## config.mk

```make
export PLATFORM = sky130hd
export DESIGN_NAME = async_fifo_read_ctrl
export DESIGN_NICKNAME = d
export VERILOG_FILES = /design/src/rtl/async_fifo_read_ctrl.sv
export SDC_FILE = /design/constraint.sdc
export NUM_CORES = 1
export LEC_CHECK = 0
export ABC_AREA = 1
export ABC_CLOCK_PERIOD_IN_PS = 2600
export CORE_MARGIN = 2
export CORE_UTILIZATION = 49
export CTS_CLUSTER_DIAMETER = 150
export DETAILED_ROUTE_END_ITERATION = 6
export HOLD_SLACK_MARGIN = 0.1
export PLACE_DENSITY = 0.87
export RECOVER_POWER = 25
export SLEW_MARGIN = 10
export SYNTH_ARGS = -nofsm -noshare
export SYNTH_HDL_FRONTEND = slang
export SYNTH_SLANG_ARGS = --single-unit
```

## constraint.sdc

```tcl
create_clock -name read_clk -period 2.6 [get_ports read_clk]
set_input_delay 0.26 -clock read_clk [delete_from_list [all_inputs] [get_ports read_clk]]
set_output_delay 0.26 -clock read_clk [all_outputs]
set_load 0.02 [all_outputs]
```

## src/rtl/async_fifo_read_ctrl.sv

```systemverilog
//============================================================================
// Module  : async_fifo_read_ctrl
// Purpose : Read-domain control half of an asynchronous FIFO. It brings the
//           write-side Gray pointer into read_clk through a flop chain. It
//           also owns the binary and Gray read pointers and drives the RAM
//           read address. From next-state values it produces registered
//           empty, almost-empty, fill-level and underflow outputs. The Gray
//           read pointer is exported straight from a flop, so the write
//           domain can synchronize it without glitches.
//
// Parameters
//   SIZE_LOG2         log2 of FIFO depth; pointers carry one extra wrap bit
//   SYNC_STAGES       flops in the write-pointer synchronizer (2..4)
//   ALMOST_EMPTY_THR  read_almost_empty is set when level <= this value
//
// Ports
//   read_clk           in   1            read-domain clock
//   read_rst           in   1            asynchronous reset, active-high
//   w_write_ptr_gray   in   SIZE_LOG2+1  write Gray pointer (write_clk domain)
//   p_read_en          in   1            read request
//   p_read_empty       out  1            FIFO empty (registered)
//   read_almost_empty  out  1            level <= ALMOST_EMPTY_THR (registered)
//   read_level         out  SIZE_LOG2+1  occupancy seen by the read side
//   read_underflow     out  1            one-cycle pulse: read while empty
//   read_addr          out  SIZE_LOG2    RAM read address
//   r_read_ptr_bin     out  SIZE_LOG2+1  binary read pointer
//   r_read_ptr_gray    out  SIZE_LOG2+1  Gray read pointer (flop output)
//============================================================================
module async_fifo_read_ctrl #(
    parameter int SIZE_LOG2        = 5,
    parameter int SYNC_STAGES      = 2,
    parameter int ALMOST_EMPTY_THR = 2
) (
    input  logic                 read_clk,
    input  logic                 read_rst,
    input  logic [SIZE_LOG2:0]   w_write_ptr_gray,
    input  logic                 p_read_en,
    output logic                 p_read_empty,
    output logic                 read_almost_empty,
    output logic [SIZE_LOG2:0]   read_level,
    output logic                 read_underflow,
    output logic [SIZE_LOG2-1:0] read_addr,
    output logic [SIZE_LOG2:0]   r_read_ptr_bin,
    output logic [SIZE_LOG2:0]   r_read_ptr_gray
);

    localparam int              PW     = SIZE_LOG2 + 1;
    localparam logic [PW-1:0]   AE_THR = PW'(ALMOST_EMPTY_THR);
    localparam logic [PW-1:0]   DEPTH  = PW'(2 ** SIZE_LOG2);

    // Converts a Gray pointer back to binary. Each binary bit is the XOR of
    // all Gray bits at or above it.
    function automatic logic [PW-1:0] gray2bin(input logic [PW-1:0] g);
        logic [PW-1:0] b;
        b[PW-1] = g[PW-1];
        for (int i = PW - 2; i >= 0; i--) begin
            b[i] = b[i+1] ^ g[i];
        end
        return b;
    endfunction

    logic [PW-1:0] r_wptrSync [SYNC_STAGES];

    logic          w_accept;
    logic [PW-1:0] w_wptrSync;
    logic [PW-1:0] w_wptrSyncBin;
    logic [PW-1:0] w_binNext;
    logic [PW-1:0] w_grayNext;
    logic [PW-1:0] w_levelNext;

    // The synchronizer has no logic in front of its first flop. Only one
    // bit of the Gray input changes at a time, so a metastable first stage
    // can only resolve to the old pointer or the new one.
    always_ff @(posedge read_clk or posedge read_rst) begin
        if (read_rst) begin
            for (int i = 0; i < SYNC_STAGES; i++) begin
                r_wptrSync[i] <= '0;
            end
        end else begin
            r_wptrSync[0] <= w_write_ptr_gray;
            for (int i = 1; i < SYNC_STAGES; i++) begin
                r_wptrSync[i] <= r_wptrSync[i-1];
            end
        end
    end

    assign w_wptrSync = r_wptrSync[SYNC_STAGES-1];

    // A read is accepted only against the registered empty flag. As a
    // result, a request that arrives while the FIFO is empty never moves
    // the pointers.
    always_comb begin
        w_accept      = p_read_en & ~p_read_empty;
        w_binNext     = r_read_ptr_bin + {{(PW-1){1'b0}}, w_accept};
        w_grayNext    = w_binNext ^ (w_binNext >> 1);
        w_wptrSyncBin = gray2bin(w_wptrSync);
        w_levelNext   = w_wptrSyncBin - w_binNext;
    end

    // The pointers and all flags come from next-state values. A read that
    // drains the FIFO therefore raises empty on the same edge that moves
    // the pointer. The stale synchronized write pointer can only under-state
    // the level, so empty may be late to fall but is never early.
    always_ff @(posedge read_clk or posedge read_rst) begin
        if (read_rst) begin
            r_read_ptr_bin    <= '0;
            r_read_ptr_gray   <= '0;
            p_read_empty      <= 1'b1;
            read_almost_empty <= 1'b1;
            read_level        <= '0;
            read_underflow    <= 1'b0;
        end else begin
            r_read_ptr_bin    <= w_binNext;
            r_read_ptr_gray   <= w_grayNext;
            p_read_empty      <= (w_grayNext == w_wptrSync);
            read_almost_empty <= (w_levelNext <= AE_THR);
            read_level        <= w_levelNext;
            read_underflow    <= p_read_en & p_read_empty;
        end
    end

    assign read_addr = r_read_ptr_bin[SIZE_LOG2-1:0];

    // Structural invariants of the read side. Simulation checks these
    // properties; synthesis ignores them.
    aGrayMatchesBin : assert property (@(posedge read_clk) disable iff (read_rst)
        r_read_ptr_gray == (r_read_ptr_bin ^ (r_read_ptr_bin >> 1)));

    aGraySingleStep : assert property (@(posedge read_clk) disable iff (read_rst)
        $onehot0(r_read_ptr_gray ^ $past(r_read_ptr_gray)));

    aNoReadWhenEmpty : assert property (@(posedge read_clk) disable iff (read_rst)
        p_read_empty |=> $stable(r_read_ptr_bin));

    aLevelBounded : assert property (@(posedge read_clk) disable iff (read_rst)
        read_level <= DEPTH);

endmodule

```

Word-level counts from Yosys, hierarchy flattened

Index checks and enable logic that the tools add are counted.

Bits in registers: 33
Bits of input ports: 9
Output and inout bits: 26

$add $sub $neg: 2
Order comparisons: 1
Equality and inequality tests: 1
Bitwise gates (word level): 9

Operators with widths:

| operator                                            | count |
|---|---|
| adder 6 x 1 -> 6 bit                                | 1 |
| == test 6 bit                                       | 1 |
| <= comparator 6 x 2 -> 1 bit, second input constant | 1 |
| subtractor 6 bit                                    | 1 |
| bitwise XOR 6 x 5 -> 6 bit                          | 1 |
| bitwise XOR 1 bit                                   | 5 |
| AND 1 bit                                           | 2 |
| inverter 1 bit                                      | 1 |

Logic depth before layout (Yosys ltp)

Gate-level depths: netlist of run 1.

Depth in word-level cells: 7
Gate-level depth with buffers: 18
Gate-level depth less buffers: 18

Least setup slack after synthesis of run 1

OpenSTA, ideal clock, no wires.

Path kind: register to register
Start: reg r_wptrSync, in the netlist w_wptrSync[5]
End: reg read_almost_empty
Arrival time: 2.325 ns
Path slack: 0.211 ns
Cell stages (with the launch flop): 17
Period minus slack after synthesis: 2.389 ns
Cell sequence: dfrtp_1 > inv_2 > nand2_1 > nand3_2 > nand2_2 > nand2_4 > nand2_2 > xnor2_1 > xor2_1 > ha_1 > fa_1 > inv_1 > nand2_1 > nand3_1 > nor2_1 > nand2_1 > nor2_2

Cells in the longest elaborated chain, start to end: 7

Ends and longest elaborated chain:

| item                                | RTL line | text |
|---|---|---|
| start, declared                     | 62       | `logic [PW-1:0] r_wptrSync [SYNC_STAGES];` |
| start signal, assigned by index     | 82       | `r_wptrSync[i] <= r_wptrSync[i-1];` |
| bitwise XOR 1 bit (*) (4 in series) | 57       | `b[i] = b[i+1] ^ g[i];` |
| bitwise XOR 1 bit                   | 57       |  |
| subtractor 6 bit (*)                | 97       | `w_levelNext = w_wptrSyncBin - w_binNext;` |
| net w_levelNext[1]                  | 69       | `logic [PW-1:0] w_levelNext;` |
| <= comparator 6 x 2 -> 1 bit (*)    | 116      | `read_almost_empty <= (w_levelNext <= AE_THR);` |
| end signal, assigned                | 116      |  |
| end, declared                       | 39       | `output logic read_almost_empty,` |

The timed path passes the listed nets; every way through them passes the cells marked *.

Worst setup path in the final report of run 1

Start: reg r_wptrSync, in the netlist w_wptrSync[4]
End: reg read_almost_empty

The elaborated chain is that of the path after synthesis.

==> results of run 1 <==
==> cells by family (layout without fill, tap and decap cells) <==
| logic type | after synthesis | count (layout) |
|---|---|---|
| fa+ha+maj | 5 | 5 |
| flops | 32 | 32 |
| compound gates | 3 | 3 |
| buf+inv | 30 | 76 |
| xor+xnor | 16 | 16 |
| simple gates | 63 | 63 |
==> worst max-delay path, cell delays in order, from the launching register on <==
cell and delay, ps:
dfrtp_2 460, inv_2 110, nand2_2 70, nand3_4 100, nand2_4 70, nand2_4 80
nand2_4 70, xnor2_4 160, xor2_1 170, ha_2 210, fa_2 540, inv_2 40
nand2_2 50, nand3_1 60, nor2_1 90, nand2_1 70, nor2_2 110
==> per-layer routing <==
| layer | share of wire, % | GRT usage (%) | vias to the layer above |
|---|---|---|---|
| li1 | - | - | 533 |
| met1 | 40 | 20.3 | 520 |
| met2 | 52 | 31.3 | 37 |
| met3 | 5.4 | 7.25 | 12 |
| met4 | 3.3 | 10.2 | 0 |
| met5 | 0 | 0 | - |
==> state kept, by name (all words and copies together) (netlist names) <==
register,cells
r_read_ptr_bin,6
read_level,6
w_wptrSync,6
r_wptrSync,6
read_almost_empty,1
read_underflow,1
r_read_ptr_gray,5
p_read_empty,1
==> layout make-up <==
cell class,count,area [sq um]
fillers,210,911
clock buffers,8,58.8
well taps,44,55.1
repair buffers,44,412
multi-input cells,87,718
inverters,24,92.6
flip-flops and latches,32,806
==> power breakdown <==
group / leakage, nW / switching [W] / internal (W) / total, W
sequential: 0.373 / 0.000103 / 0.000667 / 0.000770
combinational: 0.623 / 0.00105 / 0.000797 / 0.00185
clock: 0.0326 / 0.000159 / 0.000133 / 0.000292
total: 1.03 / 0.00131 / 0.00160 / 0.00291
==> what timing repair did <==
item                                    CTS  global route
endpoints found under the setup margin    1             2
resized for setup                         1            21
hold endpoints to repair                  0             0
buffers inserted                          0             7
pin swaps                                 0            13
==> path summary, 6_finish.rpt <==
kind                          startpoint                 to  slack (ps)  depth (start not counted)
max                        w_wptrSync[4]  read_almost_empty         100                         16
min                        r_wptrSync[7]      w_wptrSync[1]         350                          0
max reg2reg                w_wptrSync[4]  read_almost_empty         100                         16
min reg2reg                r_wptrSync[7]      w_wptrSync[1]         350                          0
max in group asynchronous       read_rst      w_wptrSync[4]         640                          3
min in group asynchronous       read_rst     r_wptrSync[11]         920                          3
==> layout by cell type, fill, tap and decap left out <==
cell type        count
a21boi_0             1
buf_4                9
clkbuf_1             3
clkbuf_4             5
clkbuf_8             1
clkdlybuf4s50_1     27
clkinv_1             1
dfrtp_1             28
dfrtp_2              2
dfstp_2              2
dlygate4sd3_1        7
fa_2                 1
ha_1                 3
ha_2                 1
inv_1               15
inv_2                7
inv_4                1
nand2_1             21
nand2_2              8
nand2_4              7
nand3_1              8
nand3_2              3
nand3_4              4
nand4_1              1
nor2_1               7
nor2_2               1
nor2_4               1
nor3_1               1
o21ai_2              1
o21bai_1             1
or2_4                1
xnor2_1              2
xnor2_4              2
xor2_1               8
xor2_2               4
==> stage by stage <==
stage	total power (W)	instances	TNS, ps	instance area, sq um	hold slack, ps
floorplan	0.00195	149	0	1580	291
global placement	0.00242	224	0	1950	332
detailed placement	0.00249	224	0	1950	335
CTS	0.00279	232	0	2020	303
global route	0.00313	239	-35.3	2140	365
finish	0.00291	239	0	2140	353
==> flow_summary.json, run 1 <==
{
  "synth_compound_area_share_pct": 1.50,
  "ctsHoldBuffers": 0,
  "yosysMostFrequentCell": "dfrtp_1",
  "place_ws_ps": 24.5,
  "area_delta_synth_final_pct": 35.5,
  "grt_max_degree": 33,
  "synth_top_area_share_pct": 47.5,
  "grt_use_total_pct": 18.7,
  "h-tree-depth": 2,
  "routed_wl_um": 3120,
  "via_count": 1102,
  "synth_xor_area_share_pct": 12.0,
  "setup_viol": 0,
  "yosys.area_share.simple_pct": 22.7,
  "synth.top_cells.by_area": "dfrtp_1 48%, nand2_1 6.2%, xor2_1 4.4%",
  "antenna_cells": 0,
  "critPathKind": "reg -> reg",
  "drv_cap": 1,
  "ir_drop_v": 0.000586,
  "core_sq_mm": 0.00305,
  "p_leak_nw": 1.03,
  "fin_crit_sh_pct": 96.3,
  "synthFlopType": "dfrtp_1",
  "drive_above_1_share_pct": 31.3,
  "final_max_slew_viol_count": 33,
  "clk-insertion-delay-late_ps": 340,
  "drtPass1Iterations": 4,
  "setup_slack_ps": 97.0,
  "synth-warning-count": 0,
  "die-area_sq_mm": 0.00370,
  "worstMarginPinSlew_ps": 1610,
  "grt_pass1_vias": 1078,
  "fin_util_pct": 70.2,
  "ant_nets": 0,
  "die_w_um": 60.8,
  "slew_headroom_pct": -7.46,
  "syn_area_per_cell_sq_um": 10.6,
  "syn_area_sq_mm": 0.00158,
  "violations": "capacitance limit, slew limit",
  "synth_mux_area_share_pct": 0,
  "cts_made_buffers": 5,
  "vias_per_cell": 4.61,
  "synth_edf_count": 0,
  "wl_per_cell_um": 13.1,
  "drt_iter0_drc": 32,
  "synth_fa_ha_area_share_pct": 4.43,
  "clock-root-buffer": "clkbuf_4",
  "pin_count": 35,
  "yosys.area.top_type": "dfrtp_1",
  "path_max_fanout": 4,
  "clkSlewWorstSetupHoldPaths_ps": 90,
  "drc_errors": 0,
  "finClkSkew_ps": 5.84,
  "synth-seq-cells": 32,
  "port_buffers": 34,
  "grt_antenna_before_repair": 0,
  "dp_hpwl_um": 2180,
  "grt_overflow": 0,
  "synth_top_family_by_area": "simple AND/OR/NAND/NOR gates",
  "initial_core_util_pct": 51.8,
  "place_congestion": 0.843,
  "yosysUniqueCellTypes": 27,
  "post-route-min-period_ps": 2500,
  "nNetsFinal": 208,
  "cts_max_path_buffers": 2,
  "status": "finished with violations",
  "clock_sinks": 32,
  "cp.arrival_ps": 2780,
  "async_flop_share_pct": 100,
  "cp-end-kind": "flop",
  "syn_nets": 163,
  "rows": 20,
  "ys_top_cells_by_count": "30 x dfrtp_1, 26 x nand2_1, 18 x inv_1",
  "fmax_mhz": 400,
  "cts_tree": "yes",
  "cp-start-kind": "flop",
  "critPathRequiredTime_ps": 2880,
  "hold_path_class": "reg -> reg",
  "ys_seq_area_share_pct": 50.8,
  "die_h_um": 60.8,
  "synth_cells": 149,
  "p_per_area_mw_per_mm2": 1360,
  "grt_first_pass_wirelength_um": 4790,
  "finalHoldViolCount": 0
}
No activity file was read; power rests on OpenSTA's default activity.
==> inputs of run 2 (changes only) <==
ABC_CLOCK_PERIOD_IN_PS = 2700   (was 2600)
clock period = 2.7 ns   (was 2.6 ns; I/O delays follow)
==> flow_summary.json, run 2 (same netlist as run 1, synthesis figures left out) <==
{
  "layoutNonFillerInstCount": 232,
  "critPathRequiredTime_ps": 2970,
  "die-area_sq_mm": 0.00370,
  "clk-insertion-delay-late_ps": 330,
  "crit_start": "w_wptrSync[4]",
  "initial_core_util_pct": 51.8,
  "cp-start-kind": "flop",
  "vias_per_cell": 4.57,
  "fmax_mhz": 395,
  "rrSetupSlack_ps": 170,
  "reg2reg_to": "read_almost_empty",
  "worstMarginPinSlew_ps": 1600,
  "cts_made_buffers": 5,
  "pin_count": 35,
  "grt_use_total_pct": 16.8,
  "h-tree-depth": 2,
  "power.total_w": 0.00259,
  "status": "finished with violations",
  "post-route-min-period_ps": 2530,
  "drv_cap": 1,
  "drive_above_1_share_pct": 22.3,
  "setup_slack_ps": 168,
  "grt_max_degree": 33,
  "antenna_cells": 0,
  "cp.arrival_ps": 2800,
  "via_count": 1061,
  "grt_pass1_vias": 1021,
  "clock-root-buffer": "clkbuf_4",
  "slew_headroom_pct": -6.72,
  "wl_per_cell_um": 11.3,
  "place_ws_ps": 162,
  "ctsHoldBuffers": 0,
  "drt_iter0_drc": 40,
  "cts_max_path_buffers": 2,
  "min_from": "r_wptrSync[9]",
  "cp-end-kind": "flop",
  "setup_viol": 0,
  "reg2reg_from": "w_wptrSync[4]",
  "violations": "capacitance limit, slew limit",
  "clock_sinks": 32,
  "rows": 20,
  "p_per_area_mw_per_mm2": 1290,
  "finClkSkew_ps": 11.6,
  "die_h_um": 60.8,
  "drtPass1Iterations": 6,
  "clkSlewWorstSetupHoldPaths_ps": 80,
  "finalHoldViolCount": 0,
  "port_buffers": 34,
  "drc_errors": 0,
  "layout_common_cells": "29 x dfrtp_1, 27 x clkdlybuf4s50_1, 26 x nand2_1, 18 x inv_1, 9 x nand3_1",
  "dp.cells": 223,
  "ant_nets": 0,
  "hold_path_class": "reg -> reg",
  "fin_crit_sh_pct": 93.8,
  "die_w_um": 60.8,
  "nNetsFinal": 201,
  "tns_ps": 0,
  "reg2reg_depth": 17,
  "mostFrequentLayoutCell": "dfrtp_1",
  "fin_hold_ws_ps": 355,
  "routed_wl_um": 2620,
  "hold_path_end": "w_wptrSync[3]",
  "core_sq_mm": 0.00305,
  "ir_drop_v": 0.000560,
  "final_max_slew_viol_count": 33,
  "area_delta_synth_final_pct": 27.1,
  "fill_cells": 240,
  "grt_overflow": 0,
  "grt_antenna_before_repair": 0,
  "grt_first_pass_wirelength_um": 4330,
  "critPathKind": "reg -> reg",
  "place_congestion": 0.846,
  "worstHoldPathCells": 0,
  "cts_tree": "yes",
  "dp_hpwl_um": 2040,
  "path_max_fanout": 4,
  "p_leak_nw": 0.979
}
## run 2: cell count changes in the layout (fill, tap and decap cells not counted), moves of 2 or more
cell     before  now
buf_4         9    2
nand2_1      21   26
nand2_4       7    3
inv_1        15   18
inv_2         7    5
nand3_4       4    2
## run 2: layer usage
layer / share of wire [%] / global-route usage [%]
met3: 5.2 / 4.05
met4: 2.9 / 12.1
met1: 41 / 19.5
met5: 0 / 0
met2: 51 / 27.0
## run 2: report_power, final
| group | internal [W] | switching [W] |
|---|---|---|
| sequential | 0.000642 | 0.0000924 |
| combinational | 0.000688 | 0.000920 |
| clock | 0.000101 | 0.000148 |
| total | 0.00143 | 0.00116 |
## run 2: worst max path at each step
stage / to / slack, ps / cells past startpoint
floorplan: read_almost_empty / 310 / 16
global placement: read_almost_empty / 200 / 12
detailed placement: read_almost_empty / 160 / 13
CTS: read_almost_empty / 160 / 17
global route: read_almost_empty / -20 / 17
finish: read_almost_empty / 170 / 17
## run 2: cell type report
cell class / count / area, sq um / area share (%)
Sequential cell: 32 / 805 / 40.1
Multi-Input combinational cell: 87 / 649 / 32.3
Timing Repair Buffer: 37 / 359 / 17.9
Inverter: 24 / 90.1 / 4.49
Tap cell: 44 / 55.1 / 2.74
Clock buffer: 7 / 45.0 / 2.24
Clock inverter: 1 / 5.00 / 0.249
## run 2: timing repair
action,4_1_cts,5_1_grt
resized for setup,0,2
setup buffers,0,1
setup endpoints to repair,0,1
endpoints found under the hold margin,0,0
## run 2: worst max-delay path, stage by stage (launching register included)
cell and delay [ps]:
dfrtp_1 420, inv_1 100, nand2_2 80, nand3_2 80
nand2_2 90, nand2_4 80, nand2_2 90, xnor2_2 160
xor2_1 150, ha_1 240, fa_1 390, inv_1 100
nand3_1 90, nand2_1 60, nand3_1 80, nand2_1 100
nand2_1 60, nor2_2 80
## run 2: through the flow
stage	utilization (%)	cell area, sq um
detailed placement	63.7	1950
global route	65.8	2010
floorplan	-	1580
global placement	63.7	1950
finish	65.8	2010
CTS	65.4	2000
